[src/rtl/decode_stage.sv]
// Instruction decode stage: one output register plus a skid entry.
// Optional `DECODE_ILLEGAL_TRAP_EN adds an illegal-opcode output.
module decode_stage #(
    parameter int OPW    = 5,
    parameter int RW     = 5,
    parameter int LW     = 32,
    parameter int MAX_OP = 5'h10,
    localparam int IW    = OPW + 2 + 2*RW + LW
) (
    input  logic          clk,
    input  logic          rst,
    input  logic          flush,
    input  logic          in_valid,
    output logic          in_ready,
    input  logic [IW-1:0] instr,
    output logic          out_valid,
    input  logic          out_ready,
    output logic [OPW-1:0] op,
    output logic [1:0]    md,
    output logic [LW-1:0] src1,
    output logic [LW-1:0] dst,
    output logic [LW-1:0] literal_src,
    output logic          load,
    output logic          ramload,
    output logic          regread,
`ifdef DECODE_ILLEGAL_TRAP_EN
    output logic          illegal,
`endif
    output logic [15:0]   dec_count
);

    typedef struct packed {
        logic [OPW-1:0] op;
        logic [1:0]     md;
        logic [LW-1:0]  src1;
        logic [LW-1:0]  dst;
        logic [LW-1:0]  lit;
        logic           load;
        logic           ramload;
        logic           regread;
`ifdef DECODE_ILLEGAL_TRAP_EN
        logic           illegal;
`endif
    } dec_t;

    if (MAX_OP >= (1 << OPW)) begin : g_bad_max_op
        $error("MAX_OP exceeds opcode range");
    end

    logic [OPW-1:0] w_op;
    logic [1:0]     w_md;
    logic [RW-1:0]  w_src;
    logic [RW-1:0]  w_dst;
    logic [LW-1:0]  w_lit;
    logic           w_is_st;
    logic           w_is_ld;
    dec_t           w_dec;

    assign w_op  = instr[IW-1 -: OPW];
    assign w_md  = instr[LW+2*RW +: 2];
    assign w_src = instr[LW+RW +: RW];
    assign w_dst = instr[LW +: RW];
    assign w_lit = instr[LW-1:0];

    assign w_is_st = (w_op == OPW'(2));
    assign w_is_ld = (w_op == OPW'(1)) && (w_md == 2'b01);

    always_comb begin
        w_dec    = '0;
        w_dec.op = w_op;
        w_dec.md = w_md;
        unique case (1'b1)
            w_is_st: begin
                w_dec.src1 = LW'(w_src);
                w_dec.dst  = w_lit;
                w_dec.lit  = LW'(w_dst);
                w_dec.load = 1'b1;
            end
            w_is_ld: begin
                w_dec.src1    = w_lit;
                w_dec.dst     = LW'(w_dst);
                w_dec.lit     = LW'(w_src);
                w_dec.ramload = 1'b1;
            end
            default: begin
                w_dec.src1    = LW'(w_src);
                w_dec.dst     = LW'(w_dst);
                w_dec.lit     = w_lit;
                w_dec.regread = 1'b1;
            end
        endcase
`ifdef DECODE_ILLEGAL_TRAP_EN
        if (int'(w_op) > MAX_OP) begin
            w_dec.illegal = 1'b1;
            w_dec.load    = 1'b0;
            w_dec.ramload = 1'b0;
            w_dec.regread = 1'b0;
        end
`endif
    end

    dec_t        r_out;
    dec_t        r_skid;
    logic        r_out_valid;
    logic        r_skid_valid;
    logic        r_in_ready;
    logic [15:0] r_count;
    logic        w_accept;
    logic        w_xfer;

    assign w_accept = in_valid && r_in_ready;
    assign w_xfer   = r_out_valid && out_ready;

    always_ff @(posedge clk) begin
        if (rst) begin
            r_out        <= '0;
            r_skid       <= '0;
            r_out_valid  <= 1'b0;
            r_skid_valid <= 1'b0;
            r_in_ready   <= 1'b1;
            r_count      <= '0;
        end else if (flush) begin
            r_out_valid  <= 1'b0;
            r_skid_valid <= 1'b0;
            r_in_ready   <= 1'b1;
        end else begin
            if (w_xfer)
                r_count <= r_count + 16'd1;
            if (!r_out_valid || out_ready) begin
                // Skid is only ever full while the output is full.
                if (r_skid_valid) begin
                    r_out        <= r_skid;
                    r_out_valid  <= 1'b1;
                    r_skid_valid <= 1'b0;
                    r_in_ready   <= 1'b1;
                end else if (w_accept) begin
                    r_out       <= w_dec;
                    r_out_valid <= 1'b1;
                end else begin
                    r_out_valid <= 1'b0;
                end
            end else if (w_accept) begin
                r_skid       <= w_dec;
                r_skid_valid <= 1'b1;
                r_in_ready   <= 1'b0;
            end
        end
    end

    assign in_ready    = r_in_ready;
    assign out_valid   = r_out_valid;
    assign op          = r_out.op;
    assign md          = r_out.md;
    assign src1        = r_out.src1;
    assign dst         = r_out.dst;
    assign literal_src = r_out.lit;
    assign load        = r_out.load;
    assign ramload     = r_out.ramload;
    assign regread     = r_out.regread;
`ifdef DECODE_ILLEGAL_TRAP_EN
    assign illegal     = r_out.illegal;
`endif
    assign dec_count   = r_count;

endmodule

[config.mk]
export PLATFORM = sky130hd
export DESIGN_NAME = decode_stage
export DESIGN_NICKNAME = d
export VERILOG_FILES = /design/src/rtl/decode_stage.sv
export SDC_FILE = /design/constraint.sdc
export NUM_CORES = 1
export LEC_CHECK = 0
export BUFFER_PORTS_ARGS = -buffer_cell sky130_fd_sc_hd__buf_2
export CORE_ASPECT_RATIO = 0.8
export CORE_UTILIZATION = 43
export CTS_BUF_LIST = sky130_fd_sc_hd__clkbuf_16
export DETAILED_ROUTE_END_ITERATION = 6
export HOLD_SLACK_MARGIN = 0.06
export PLACE_DENSITY = 0.68
export SLEW_MARGIN = 25
export SYNTH_ARGS = -nofsm -noshare
export SYNTH_HDL_FRONTEND = slang
export SYNTH_SLANG_ARGS = --single-unit
[constraint.sdc]
create_clock -name clk -period 1.8 [get_ports clk]
set_input_delay 0.27 -clock clk [delete_from_list [all_inputs] [get_ports clk]]
set_output_delay 0.27 -clock clk [all_outputs]
set_load 0.01 [all_outputs]
# After elaboration in Yosys (flattened, before gate mapping)
# Index checks and enable logic that the tools add are counted.
# word_totals
reg_bits,231
inputBits,54
out_inout_bits,124
elab_cells,52
# op_classes
add_sub_neg,1
eq_ne,4
mux,11
bitwise,2
n_reduce_logical,14
# op_table
cell,count
$mux 106,2
$pmux 96 s2,1
$add 16x1->16 const B,1
$mux 1,8
$reduce_and 3->1,2
$eq 5x1->1 const B,1
$eq 5x2->1 const B,1
$reduce_and 2->1,2
$reduce_bool 2->1,2
$reduce_or 2->1,2
$logic_and 1x1->1,3
$reduce_or 3->1,1
$eq 2x1->1 const B,1
$ne 2x2->1 const B,1
$not 1->1,2
$logic_not 1->1,1
$logic_or 1x1->1,1

# Longest topological paths before layout
# Gate-level depths: netlist (run 1).
# logic_depth
ltp_word,6
depth_mapped,8
ltp_nobuf,4

# Worst setup path after synthesis (run 1)
# Ideal clock, no wire load.
# synth_path
kind,flip-flop to flip-flop
from,"register r_out_valid, in the netlist out_valid"
to,"register r_count[15], in the netlist dec_count[15]"
setup_time_ps,70
arrival_time_ps,1636
required_time_ps,1730
setup_slack_ps,93
stages_incl_launch_ff,6
n_path_buf,1
synth_period_minus_slack_ps,1707
path_cell_list,dfxtp_1 -> and4b_1 -> buf_2 -> nand3_1 -> or4_1 -> a21oi_1
# synth_between
elab_chain_cells,2
# synth_lines
element,line_no,rtl
start: declaration,104,logic r_out_valid;
start signal: assignment,118,r_out_valid <= 1'b0;
start signal: assignment,123,r_out_valid <= 1'b0;
start signal: assignment,133,r_out_valid <= 1'b1;
$logic_and 1x1->1,112,assign w_xfer = r_out_valid && out_ready;
$reduce_and 2->1 (no source line),--,
end signal: assignment,128,r_count <= r_count + 16'd1;
end: declaration,107,logic [15:0] r_count;
# Every way passes these cells.
# A chain may end at the register's enable or synchronous reset.

# Worst setup path in the final report (run 1)
# layout_path
from,input instr[42]
to,register r_skid[16] (netlist name)
# layout_between
elab_chain_cells,3
# layout_lines
element,line_no,rtl
start: declaration,15,"input logic [IW-1:0] instr,"
$eq 2x1->1,66,assign w_is_ld = (w_op == OPW'(1)) && (w_md == 2'b01);
$logic_and 1x1->1,66,
$pmux 96 s2,72,unique case (1'b1)
end signal: assignment,143,r_skid <= w_dec;
end: declaration,103,dec_t r_skid;
# Every way passes these cells.

==> results of run 1 <==
## synthesized netlist by cell type (2+ instances only)
cell | instances | share of area
nand2b_1 | 6 | 0.0040
buf_2 | 13 | 0.0069
nand3b_1 | 37 | 0.030
nand3_1 | 33 | 0.018
o21ai_0 | 4 | 0.0021
and4_1 | 2 | 0.0019
a22o_1 | 32 | 0.030
dfxtp_1 | 231 | 0.49
a32o_1 | 5 | 0.0053
o31ai_1 | 3 | 0.0024
a211oi_1 | 58 | 0.046
and3_1 | 5 | 0.0033
nor2b_1 | 7 | 0.0047
o41ai_1 | 5 | 0.0047
nor3_1 | 63 | 0.034
a22oi_1 | 30 | 0.024
nand4_1 | 5 | 0.0033
mux2i_1 | 19 | 0.020
nand4b_1 | 5 | 0.0047
a221oi_1 | 54 | 0.050
or4_1 | 3 | 0.0024
nor2_1 | 158 | 0.063
buf_4 | 7 | 0.0056
a22oi_2 | 2 | 0.0027
xor2_1 | 7 | 0.0065
buf_6 | 7 | 0.0084
nand2_1 | 50 | 0.020
nor3_4 | 2 | 0.0035
or3_1 | 8 | 0.0053
clkbuf_8 | 3 | 0.0044
clkbuf_1 | 68 | 0.027
o211ai_1 | 5 | 0.0040
a21oi_1 | 74 | 0.040
## flip-flops by register name, summed over array words and instances, names as in the netlist
signal / flops
r_skid: 106
dec_count: 16
md: 2
literal_src: 32
r_skid_valid: 1
regread: 1
in_ready: 1
dst: 32
load: 1
src1: 32
out_valid: 1
ramload: 1
op: 5
## timing repair
action                                  CTS  global route
gates resized for setup                   0            11
hold endpoints to repair                 37             0
setup buffers                             0             5
endpoints found under the setup margin    0            39
hold buffers                             22             0
## worst max-delay path, delay by kind of cell
kind / cells / cell delay, ns
AND/OR/NAND/NOR: 2 / 0.34
AO/OA/AOI/OAI: 2 / 0.30
buffers and inverters: 5 / 1.18
## routing by layer
metal,share of wire,up-vias
met5,0.00034,-
met4,0.013,2
met3,0.059,30
met2,0.44,258
met1,0.49,4025
li1,-,4136
## power by group
group          switching (mW)  total, mW  internal [mW]
sequential             0.0994       5.38           5.28
combinational           0.638       1.10          0.460
clock                    2.01       4.65           2.64
## logic make-up (layout without fill, tap and decap cells)
group                      after synthesis  after routing  synth area share
adders and majority gates                1              1           0.00134
DFF                                    231            231             0.494
AOI/OAI and AO/OA                      273            273             0.213
buffers and inverters                   99            296            0.0530
xor gates and xnor gates                 8              8           0.00748
and+or+nand+nor                        396            396             0.212
muxes                                   19             19            0.0203
## worst paths after layout
kind                         end  slack [ns]  depth (start not counted)
setup / recovery      r_skid[16]        0.09                          9
hold / removal        r_skid[18]        0.07                          2
setup reg to reg  literal_src[2]        0.11                          4
hold reg to reg       r_skid[86]        0.45                          2
## area by class of cell
cell class,instances,area [um^2],area share
clock buffer,25,626,0.0531
clock inverter,17,103,0.00871
multi-input combinational,697,4310,0.366
sequential,231,4630,0.393
tap,269,337,0.0286
timing repair buffer,254,1770,0.150
## stage by stage
step / cell area (um^2) / power, mW / setup slack (ns) / std cells / utilization
finish: 11800 / 11.1 / 0.0948 / 1493 / 0.561
global route: 11800 / 11.6 / 0.0116 / 1493 / 0.561
CTS: 11700 / 11.2 / 0.0265 / 1488 / 0.556
detailed placement: 10700 / 6.53 / 0.0118 / 1424 / 0.511
global placement: 10700 / 6.52 / 0.0382 / 1424 / 0.511
floorplan: 9370 / 6.04 / 0.0935 / 1027 / -
==> results by group, run 1 <==
Timing
  • Final hold violations: 0
  • Clock Skews: approximately 0.012 ns
  • Worst Max-Slew Pin Slew: 0.503 ns
  • FMAX: about 0.59 GHz
  • RSZ-0062 raised after global routing: false
  • Hold Slack: 0.0712 ns
  • Final Max Slew Viols: 0
  • Final-report setup violation count: 0
  • Slew HR: 0.664
  • Fin crit period: between 1.5 and 2 ns
  • Final TNS setup: 0 ns
  • Final critical-path share of the clock period: 0.947

Synth
  • Post-Synthesis Cells: about 1000
  • Ys flop type: dfxtp_1
  • Post-synthesis cell type count: approximately 50
  • Syn_nets: about 1100
  • Post-synth EDFFs: 0
  • Post-synthesis average cell area: approximately 9.1 um^2
  • Fraction of registers with async set/reset: 0
  • Yosys warning count: 0
  • FF+latch count, synth: approximately 230
  • Mapped Area: ~9400 um^2
  • Seq/Total Area, Yosys: 0.494

Worst setup path
  • Critical path class: primary input to flop
  • Crit Path Max Fanout: 14
  • Critical-path cell list: dlygate4sd3_1 > buf_2 > nor4bb_4 > buf_4 > o21ai_4 > nor3b_4 > buf_4 > buf_12 > a22o_1
  • Critical path origin: instr[42]
  • CP required: roughly 2.2 ns
  • FF-to-FF Start: out_valid
  • Max incr delay on CP: roughly 0.54 ns
  • WP data arrival: between 2 and 2.5 ns
  • Cell mode on critical path: buf_4
  • Crit path capture type: flop
  • Max stage delay cell, worst path: dlygate4sd3_1
  • CP Launch Type: primary input

Floorplan
  • Chip Width: around 170 um
  • Initial Util: 0.446
  • # rows: 47
  • Core Area: roughly 21000 um^2
  • I/O pin cnt: about 180
  • Die Span Y: between 100 and 150 um
  • Die area: between 20000 and 25000 um^2

Route
  • Iter 0 DRT Violations: 705
  • Final wirelength: roughly 26000 um
  • Drt drc: 0
  • Mean number of vias per cell: 5.66
  • Total vias in the final route: between 8000 and 9000
  • Wirelength per Cell: 17.6 um
  • First-pass detailed-route iteration total: 5
  • Post-DRT Antenna Nets: 0

Final layout
  • Antenna diodes: 0
  • Commonest non-fill, non-tap cells in the layout: dfxtp_1, buf_2, nor2_1
  • Syn-to-layout area delta: 25.7%
  • Share of cells above drive strength 1: 0.234
  • Most common cell after layout, fill and taps aside: dfxtp_1
  • NumNets Final: around 1300
  • Fillers: between 1500 and 2000

Clock network
  • Clk slew on worst S/H paths: around 0.06 ns
  • CTS max path bufs: 3
  • CTS Root Buffer Type: clkbuf_16
  • Clock sinks: 231
  • H-tree levels: 1
  • CTS Buf Count: 24
  • CTS tree: done
  • Worst skew pair latency: roughly 0.52 ns

Run
  • Max-Cap Viols: 0

Power
  • Pwr/cell area: around 950 nW/um^2
  • Maximum vdd drop: approximately 570 uV
  • Leakage: about 4.7 nW

Global routing
  • Antenna violations before repair: 1
  • GRT met1 Usage: 0.336
  • Total gr overflow: 0
  • Vias in the first global route: around 7800
  • Met2 Track Usage GR: 0.356
  • Global-route wire length before repair: about 42000 um
  • Busiest grt layer: met2
  • Largest net degree at the start of global routing: 98
  • Total Routing Usage GR: 0.228
  • Grt met3 use: 0.0316

Hold path
  • Worst Hold Class: primary input to flop
  • Hold Crit Start: instr[15]

Placed design
  • Buffers on Ports: between 150 and 200
  • RePlAce Congestion: about 0.80
  • Post-DP HPWL: ~16000 um

Status
  • Run status: completed
No activity file was read; power rests on OpenSTA's default activity.
==> inputs of run 2 (changes only) <==
--- a/config.mk
+++ b/config.mk
@@ -5,13 +5,14 @@
 export SDC_FILE = /design/constraint.sdc
 export NUM_CORES = 1
 export LEC_CHECK = 0
+export ABC_AREA = 1
 export BUFFER_PORTS_ARGS = -buffer_cell sky130_fd_sc_hd__buf_2
 export CORE_ASPECT_RATIO = 0.8
 export CORE_UTILIZATION = 43
 export CTS_BUF_LIST = sky130_fd_sc_hd__clkbuf_16
 export DETAILED_ROUTE_END_ITERATION = 6
 export HOLD_SLACK_MARGIN = 0.06
-export PLACE_DENSITY = 0.68
+export PLACE_DENSITY = 0.67
 export SLEW_MARGIN = 25
 export SYNTH_ARGS = -nofsm -noshare
 export SYNTH_HDL_FRONTEND = slang
==> run 2 against run 1 <==
  * Non-clock buffer count is 14 lower
  * Worst hold slack better by 0.018 ns
  * Final cell count is 24% higher
  * Critical path depth stayed put
  * Total power is 1.5% higher
  * Die area is 3.3% higher
  * Sequential power is 0.7% higher
  * Critical endpoint is now src1[6]
  * Largest power group unchanged
  * Highest routed layer is now met4
==> results by group, run 2 <==
Status
  • Run status: completed (unchanged)

Timing
  • Final hold violations: 0 (unchanged)
  • Final TNS setup: 0 ns (unchanged)
  • Final worst setup slack: 0.0868 ns (was 0.0948 ns)
  • Slew HR: 0.567 (was 0.664)
  • Fin crit period: 1.71 ns (about the same)
  • RSZ-0062 raised after global routing: false (unchanged)
  • Final Max Slew Viols: 0 (unchanged)
  • Final-report setup violation count: 0 (unchanged)
  • Clock Skews: 0.00542 ns (was 0.0123 ns)
  • Worst Max-Slew Pin Slew: 0.650 ns (was 0.503 ns)
  • Final critical-path share of the clock period: 0.952 (was 0.947)
  • FMAX: 0.584 GHz (was 0.586 GHz)

Synth
  • Yosys top cell area share: 0.478 (was 0.494)
  • Syn_nets: 1420 (was 1082)
  • Yosys warning count: 0 (unchanged)
  • Commonest cells in the netlist: nor2_1, a21oi_1, dfxtp_1 (was dfxtp_1, nor2_1, a21oi_1)
  • Ys flop type: dfxtp_1 (unchanged)
  • Mapped Area: 9680 um^2 (was 9370 um^2)
  • Post-Synthesis Cells: 1365 (was 1027)
  • Post-synthesis cell type count: 28 (was 49)
  • FF+latch count, synth: 231 (unchanged)
  • Synth top area cells: dfxtp_1, a21oi_1, nor2_1, o21ai_0, nand2_1 (was dfxtp_1, nor2_1, a221oi_1, a211oi_1, a21oi_1)
  • Post-synthesis average cell area: 7.09 um^2 (was 9.12 um^2)
  • Post-synth EDFFs: 0 (unchanged)
  • Fraction of registers with async set/reset: 0 (unchanged)
  • Seq/Total Area, Yosys: 0.478 (was 0.494)
  • Most frequent cell after synthesis: nor2_1 (was dfxtp_1)
  • Synth area leader: dfxtp_1 (unchanged)

Placed design
  • Cell count after placement: 1769 (was 1424)
  • Post-Place Worst Slack: 0.0274 ns (was 0.0118 ns)
  • RePlAce Congestion: 0.834 (was 0.800)
  • Buffers on Ports: 177 (unchanged)
  • Post-DP HPWL: 17100 um (was 16100 um)

Power
  • Maximum vdd drop: 673 uV (was 572 uV)
  • Pwr/cell area: 938 nW/um^2 (was 945 nW/um^2)
  • Leakage: 5.70 nW (was 4.73 nW)

Worst setup path
  • Crit Path Max Fanout: 40 (was 14)
  • Number of cells on the worst reg-to-reg path: 9 (was 4)
  • CP required: 2.24 ns (was 2.20 ns)
  • Cell mode on critical path: a21oi_1 (was buf_4)
  • Crit path capture type: flop (unchanged)
  • CP Launch Type: flop (was primary input)
  • Critical-path cell list: nand2_1 > inv_2 > nor2_1 > nor2_2 > nand2_4 > buf_16 > buf_12 > a21oi_1 > a21oi_1 (was dlygate4sd3_1 > buf_2 > nor4bb_4 > buf_4 > o21ai_4 > nor3b_4 > buf_4 > buf_12 > a22o_1)
  • Max incr delay on CP: 0.32 ns (was 0.54 ns)
  • Reg2reg end: src1[6] (was literal_src[2])
  • Worst reg2reg setup slack: 0.09 ns (was 0.11 ns)
  • FF-to-FF Start: in_ready (was out_valid)
  • Max stage delay cell, worst path: dfxtp_1 (was dlygate4sd3_1)
  • Critical path class: flop to flop (was primary input to flop)
  • WP data arrival: 2.15 ns (was 2.10 ns)

Route
  • Drt drc: 0 (unchanged)
  • Total vias in the final route: 9769 (was 8451)
  • Final wirelength: 29100 um (was 26200 um)
  • Iter 0 DRT Violations: 800 (was 705)
  • Post-DRT Antenna Nets: 0 (unchanged)
  • Wirelength per Cell: 15.8 um (was 17.6 um)
  • Mean number of vias per cell: 5.29 (was 5.66)
  • First-pass detailed-route iteration total: 7 (was 5)

Clock network
  • CTS tree: done (unchanged)
  • CTS max path bufs: 3 (unchanged)
  • CTS Buf Count: 24 (unchanged)
  • H-tree levels: 1 (unchanged)
  • Worst skew pair latency: 0.51 ns (was 0.52 ns)
  • CTS Root Buffer Type: clkbuf_16 (unchanged)
  • Post-CTS setup buffer count: 0 (unchanged)
  • Clock sinks: 231 (unchanged)
  • Clk slew on worst S/H paths: 0.06 ns (about the same)

Final layout
  • Syn-to-layout area delta: 24.4% (was 25.7%)
  • Antenna diodes: 0 (unchanged)
  • Max reg flops: 106 (unchanged)
  • NumNets Final: 1583 (was 1263)
  • Most common cell after layout, fill and taps aside: nor2_1 (was dfxtp_1)
  • Share of cells above drive strength 1: 0.170 (was 0.234)
  • Non-filler cells, final: 1845 (was 1493)
  • Fillers: 2113 (was 1901)
  • Commonest non-fill, non-tap cells in the layout: nor2_1, a21oi_1, dfxtp_1 (was dfxtp_1, buf_2, nor2_1)
  • Sequential cell area: 4630 um^2 (unchanged)
  • Area of the multi-input gates: 4330 um^2 (was 4310 um^2)
  • Biggest register: r_skid (unchanged)

Floorplan
  • Initial Util: 0.444 (was 0.446)
  • Core Area: 21800 um^2 (was 21000 um^2)
  • Die area: 23100 um^2 (was 22400 um^2)
  • Chip Width: 170 um (was 167 um)
  • I/O pin cnt: 178 (unchanged)
  • Die Span Y: 136 um (was 134 um)
  • # rows: 48 (was 47)

Global routing
  • Total gr overflow: 0 (unchanged)
  • Vias in the first global route: 8841 (was 7821)
  • Largest net degree at the start of global routing: 77 (was 98)
  • Global-route wire length before repair: 45500 um (was 42200 um)
  • Total Routing Usage GR: 0.240 (was 0.228)
  • Antenna violations before repair: 0 (was 1)

Hold path
  • Worst Hold Class: primary input to flop (unchanged)
  • Worst Hold Path EP: r_skid[68] (was r_skid[18])
  • Hold Crit Start: instr[38] (was instr[15])
  • Hold Path Depth: 5 (was 2)

Run
  • Max-Cap Viols: 0 (unchanged)
[run 2: cell types whose count changed in the layout (fill, tap and decap cells not counted), sizes merged, moves of 58 or more]
cell and change:
a211oi -58, a21oi +166, inv +73, nand2 +106
nor2 +137, nor3 -62, o21ai +195
[run 2: cell type report]
type                            count  area share
Timing Repair Buffer              240       0.139
Multi-Input combinational cell    955       0.359
Inverter                           76      0.0242
Sequential cell                   231       0.384
Tap cell                          300      0.0312
Clock inverter                     18      0.0105
Clock buffer                       25      0.0520
[run 2: stage by stage]
stage / power, mW / area, um^2 / utilization / hold slack (ns)
global placement: 6.51 / 10900 / 0.501 / 0.457
detailed placement: 6.52 / 10900 / 0.501 / 0.460
global route: 11.7 / 12000 / 0.552 / 0.0912
finish: 11.3 / 12000 / 0.552 / 0.0892
CTS: 11.4 / 12000 / 0.551 / 0.0756
floorplan: 6.07 / 9680 / - / 0.349
[run 2: logic make-up after synthesis]
group | synth area share
XOR/XNOR | 0.000905
adder cells (fa/ha/maj) | 0.00129
flip-flops | 0.478
AND/OR/NAND/NOR | 0.213
buffers and inverters | 0.0766
AO/OA/AOI/OAI | 0.231
[run 2: repair_timing]
| action | CTS | global route |
|---|---|---|
| endpoints found under the setup margin | 0 | 41 |
| endpoints found under the hold margin | 32 | 0 |
| gates resized for setup | 0 | 3 |
| hold buffers | 32 | 0 |
[run 2: how the worst max path moves through the flow]
stage,startpoint,end,slack (ns),depth (start not counted)
final,in_ready,src1[6],0.09,9
after global placement,in_valid,literal_src[2],0.06,10
after detailed placement,in_valid,src1[6],0.03,10
after CTS,in_ready,src1[6],0.05,9
after global routing,instr[46],literal_src[3],0.01,10
after floorplan,out_valid,dst[10],0.38,9
[run 2: worst max-delay path: cells and delay by family, from the launching register on]
kind,cells,cell delay (ns)
AO/OA/AOI/OAI,2,0.25
buffers and inverters,3,0.53
flip-flops,1,0.32
AND/OR/NAND/NOR,4,0.49
[run 2: routing by layer]
metal	track usage	up-vias	part of all wire
met5	0	-	0
met2	0.386	333	0.45
met3	0.0320	37	0.060
met1	0.342	4587	0.47
li1	-	4812	-
met4	0.0526	0	0.016
[run 2: power breakdown]
part	leakage (nW)	internal (mW)	switching (mW)
clock	0.384	2.78	2.03
combinational	3.43	0.428	0.643
sequential	1.88	5.30	0.111
total	5.70	8.51	2.78
==> inputs of run 3 (changes only) <==
--- a/config.mk
+++ b/config.mk
@@ -12,7 +12,7 @@
 export CTS_BUF_LIST = sky130_fd_sc_hd__clkbuf_16
 export DETAILED_ROUTE_END_ITERATION = 6
 export HOLD_SLACK_MARGIN = 0.06
-export PLACE_DENSITY = 0.67
+export PLACE_DENSITY = 0.7
 export SLEW_MARGIN = 25
 export SYNTH_ARGS = -nofsm -noshare
 export SYNTH_HDL_FRONTEND = slang
==> constraint.sdc (replaced) <==
create_clock -name clk -period 1.5 [get_ports clk]
set_input_delay 0.225 -clock clk [delete_from_list [all_inputs] [get_ports clk]]
set_output_delay 0.225 -clock clk [all_outputs]
set_load 0.01 [all_outputs]
==> run 3 against run 2 <==
  * Total power up 19%
  * Sequential cell count stayed put
  * Via count is 0.90% higher
  * Critical path type is now primary input to flop
  * Largest power group unchanged
==> results by group, run 3 (synthesized netlist as in run 2, its figures left out) <==
Route
  • Wirelength per Cell: 15.8 um (about the same)
  • Post-DRT Antenna Nets: 0 (unchanged)
  • Iter 0 DRT Violations: 923 (was 800)
  • Final wirelength: 29700 um (was 29100 um)
  • Drt drc: 0 (unchanged)
  • Total vias in the final route: 9857 (was 9769)
  • Mean number of vias per cell: 5.26 (was 5.29)
  • First-pass detailed-route iteration total: 5 (was 7)

Clock network
  • CTS Buf Count: 24 (unchanged)
  • CTS max path bufs: 3 (unchanged)
  • CTS tree: done (unchanged)
  • Clk slew on worst S/H paths: 0.06 ns (about the same)
  • CTS Root Buffer Type: clkbuf_16 (unchanged)
  • H-tree levels: 1 (unchanged)
  • Clock sinks: 231 (unchanged)
  • Worst skew pair latency: 0.52 ns (was 0.51 ns)

Worst setup path
  • Critical path class: primary input to flop (was flop to flop)
  • CP required: 1.96 ns (was 2.24 ns)
  • Crit Path Max Fanout: 6 (was 40)
  • Crit path capture type: flop (unchanged)
  • WP data arrival: 1.90 ns (was 2.15 ns)
  • Number of cells on the worst reg-to-reg path: 10 (was 9)
  • CP Launch Type: primary input (was flop)

Timing
  • Slew HR: 0.462 (was 0.567)
  • Hold Slack: 0.0575 ns (was 0.0892 ns)
  • FMAX: roughly 0.7 GHz
  • Worst Max-Slew Pin Slew: 0.805 ns (was 0.650 ns)
  • Clock Skews: 0.0103 ns (was 0.00542 ns)
  • Final Max Slew Viols: 0 (unchanged)
  • RSZ-0062 raised after global routing: true (was false)
  • Fin crit period: 1.45 ns
  • Final-report setup violation count: 0 (unchanged)
  • Final hold violations: 0 (unchanged)
  • Final critical-path share of the clock period: 0.964

Final layout
  • Max reg flops: 106 (unchanged)
  • Biggest register: r_skid (unchanged)
  • Commonest non-fill, non-tap cells in the layout: nor2_1, a21oi_1, dfxtp_1 (unchanged)
  • Non-filler cells, final: 1873 (was 1845)
  • Share of cells above drive strength 1: 0.200 (was 0.170)
  • Syn-to-layout area delta: 28.4% (was 24.4%)
  • Antenna diodes: 0 (unchanged)
  • Most common cell after layout, fill and taps aside: nor2_1 (unchanged)
  • NumNets Final: 1610 (was 1583)

Placed design
  • Cell count after placement: 1790 (was 1769)
  • Buffers on Ports: 177 (unchanged)
  • RePlAce Congestion: 0.825 (was 0.834)
  • Post-DP HPWL: 17600 um (was 17100 um)

Power
  • Leakage: 5.84 nW (was 5.70 nW)
  • Maximum vdd drop: 642 uV (was 673 uV)
  • Tot Pwr: 13.5 mW (was 11.3 mW)
  • Pwr/cell area: 1080 nW/um^2 (was 938 nW/um^2)

Status
  • Run status: completed (unchanged)

Floorplan
  • Chip Width: 170 um (unchanged)
  • # rows: 48 (unchanged)
  • Core Area: 21800 um^2 (unchanged)
  • Initial Util: 0.444 (unchanged)
  • I/O pin cnt: 178 (unchanged)
  • Die area: 23100 um^2 (unchanged)
  • Die Span Y: 136 um (unchanged)

Hold path
  • Hold Path Depth: 5 (unchanged)
  • Worst Hold Class: primary input to flop (unchanged)

Global routing
  • Largest net degree at the start of global routing: 98 (was 77)
  • Global-route wire length before repair: 46700 um (was 45500 um)
  • Antenna violations before repair: 0 (unchanged)
  • Total Routing Usage GR: 0.247 (was 0.240)
  • Total gr overflow: 0 (unchanged)
  • Vias in the first global route: 9160 (was 8841)

Run
  • Max-Cap Viols: 0 (unchanged)
==> run 3: cell types whose count changed in the layout (fill, tap and decap cells not counted), sizes merged <==
cell	delta
clkinv	+1
clkbuf	+1
inv	+1
buf	+23
dlygate4sd3	+3
bufinv	-1
==> run 3: power by group <==
group	internal [mW]	switching (mW)	leakage, nW	total, mW
clock	3.17	2.45	0.380	5.62
combinational	0.550	0.791	3.58	1.34
sequential	6.36	0.133	1.88	6.50
total	10.1	3.37	5.84	13.5
==> run 3: repair_timing <==
action	CTS	global route
hold buffers	35	0
gates resized for setup	0	48
hold endpoints to repair	35	0
setup endpoints to repair	0	164
setup buffers	0	2
==> run 3: layer usage <==
metal	global-route usage	vias up	routed length [um]
met2	0.394	373	13300
met5	0	-	0
met1	0.348	4575	14000
li1	-	4866	-
met3	0.0320	43	1740
met4	0.0721	0	555
==> run 3: worst max-delay path: stages <==
cell and delay (ns):
dlygate4sd3_1 0.53, buf_2 0.16, nor2_4 0.13, nand3_4 0.14, nor2_4 0.19, nand2_8 0.12
clkbuf_16 0.19, nor2_1 0.09, a21oi_1 0.05, nor2_1 0.08
==> run 3: area by class of cell <==
class	count	area [um^2]
timing repair buffer	267	1950
inverter	76	294
clock inverter	19	105
fill	2074	9370
sequential	231	4630
tap	300	375
clock buffer	25	626
multi-input combinational	955	4440
==> run 3: per-stage QoR <==
stage               cell area (um^2)   util  setup TNS [ns]  setup slack (ns)
detailed placement             11100  0.511           -4.33            -0.149
global route                   12400  0.570          -0.646           -0.0474
CTS                            12200  0.561               0            0.0258
finish                         12400  0.570               0            0.0540
global placement               11100  0.511           -3.56            -0.137
floorplan                       9680      -               0            0.0800
==> run 3: worst paths after layout <==
| path | startpoint | end | slack [ns] |
|---|---|---|---|
| worst max-delay path | out_ready | r_skid[16] | 0.05 |
| worst max register to register | in_ready | r_skid[16] | 0.06 |
| worst min-delay path | instr[39] | r_skid[69] | 0.06 |
| worst min register to register | r_skid[0] | r_skid[0] | 0.47 |
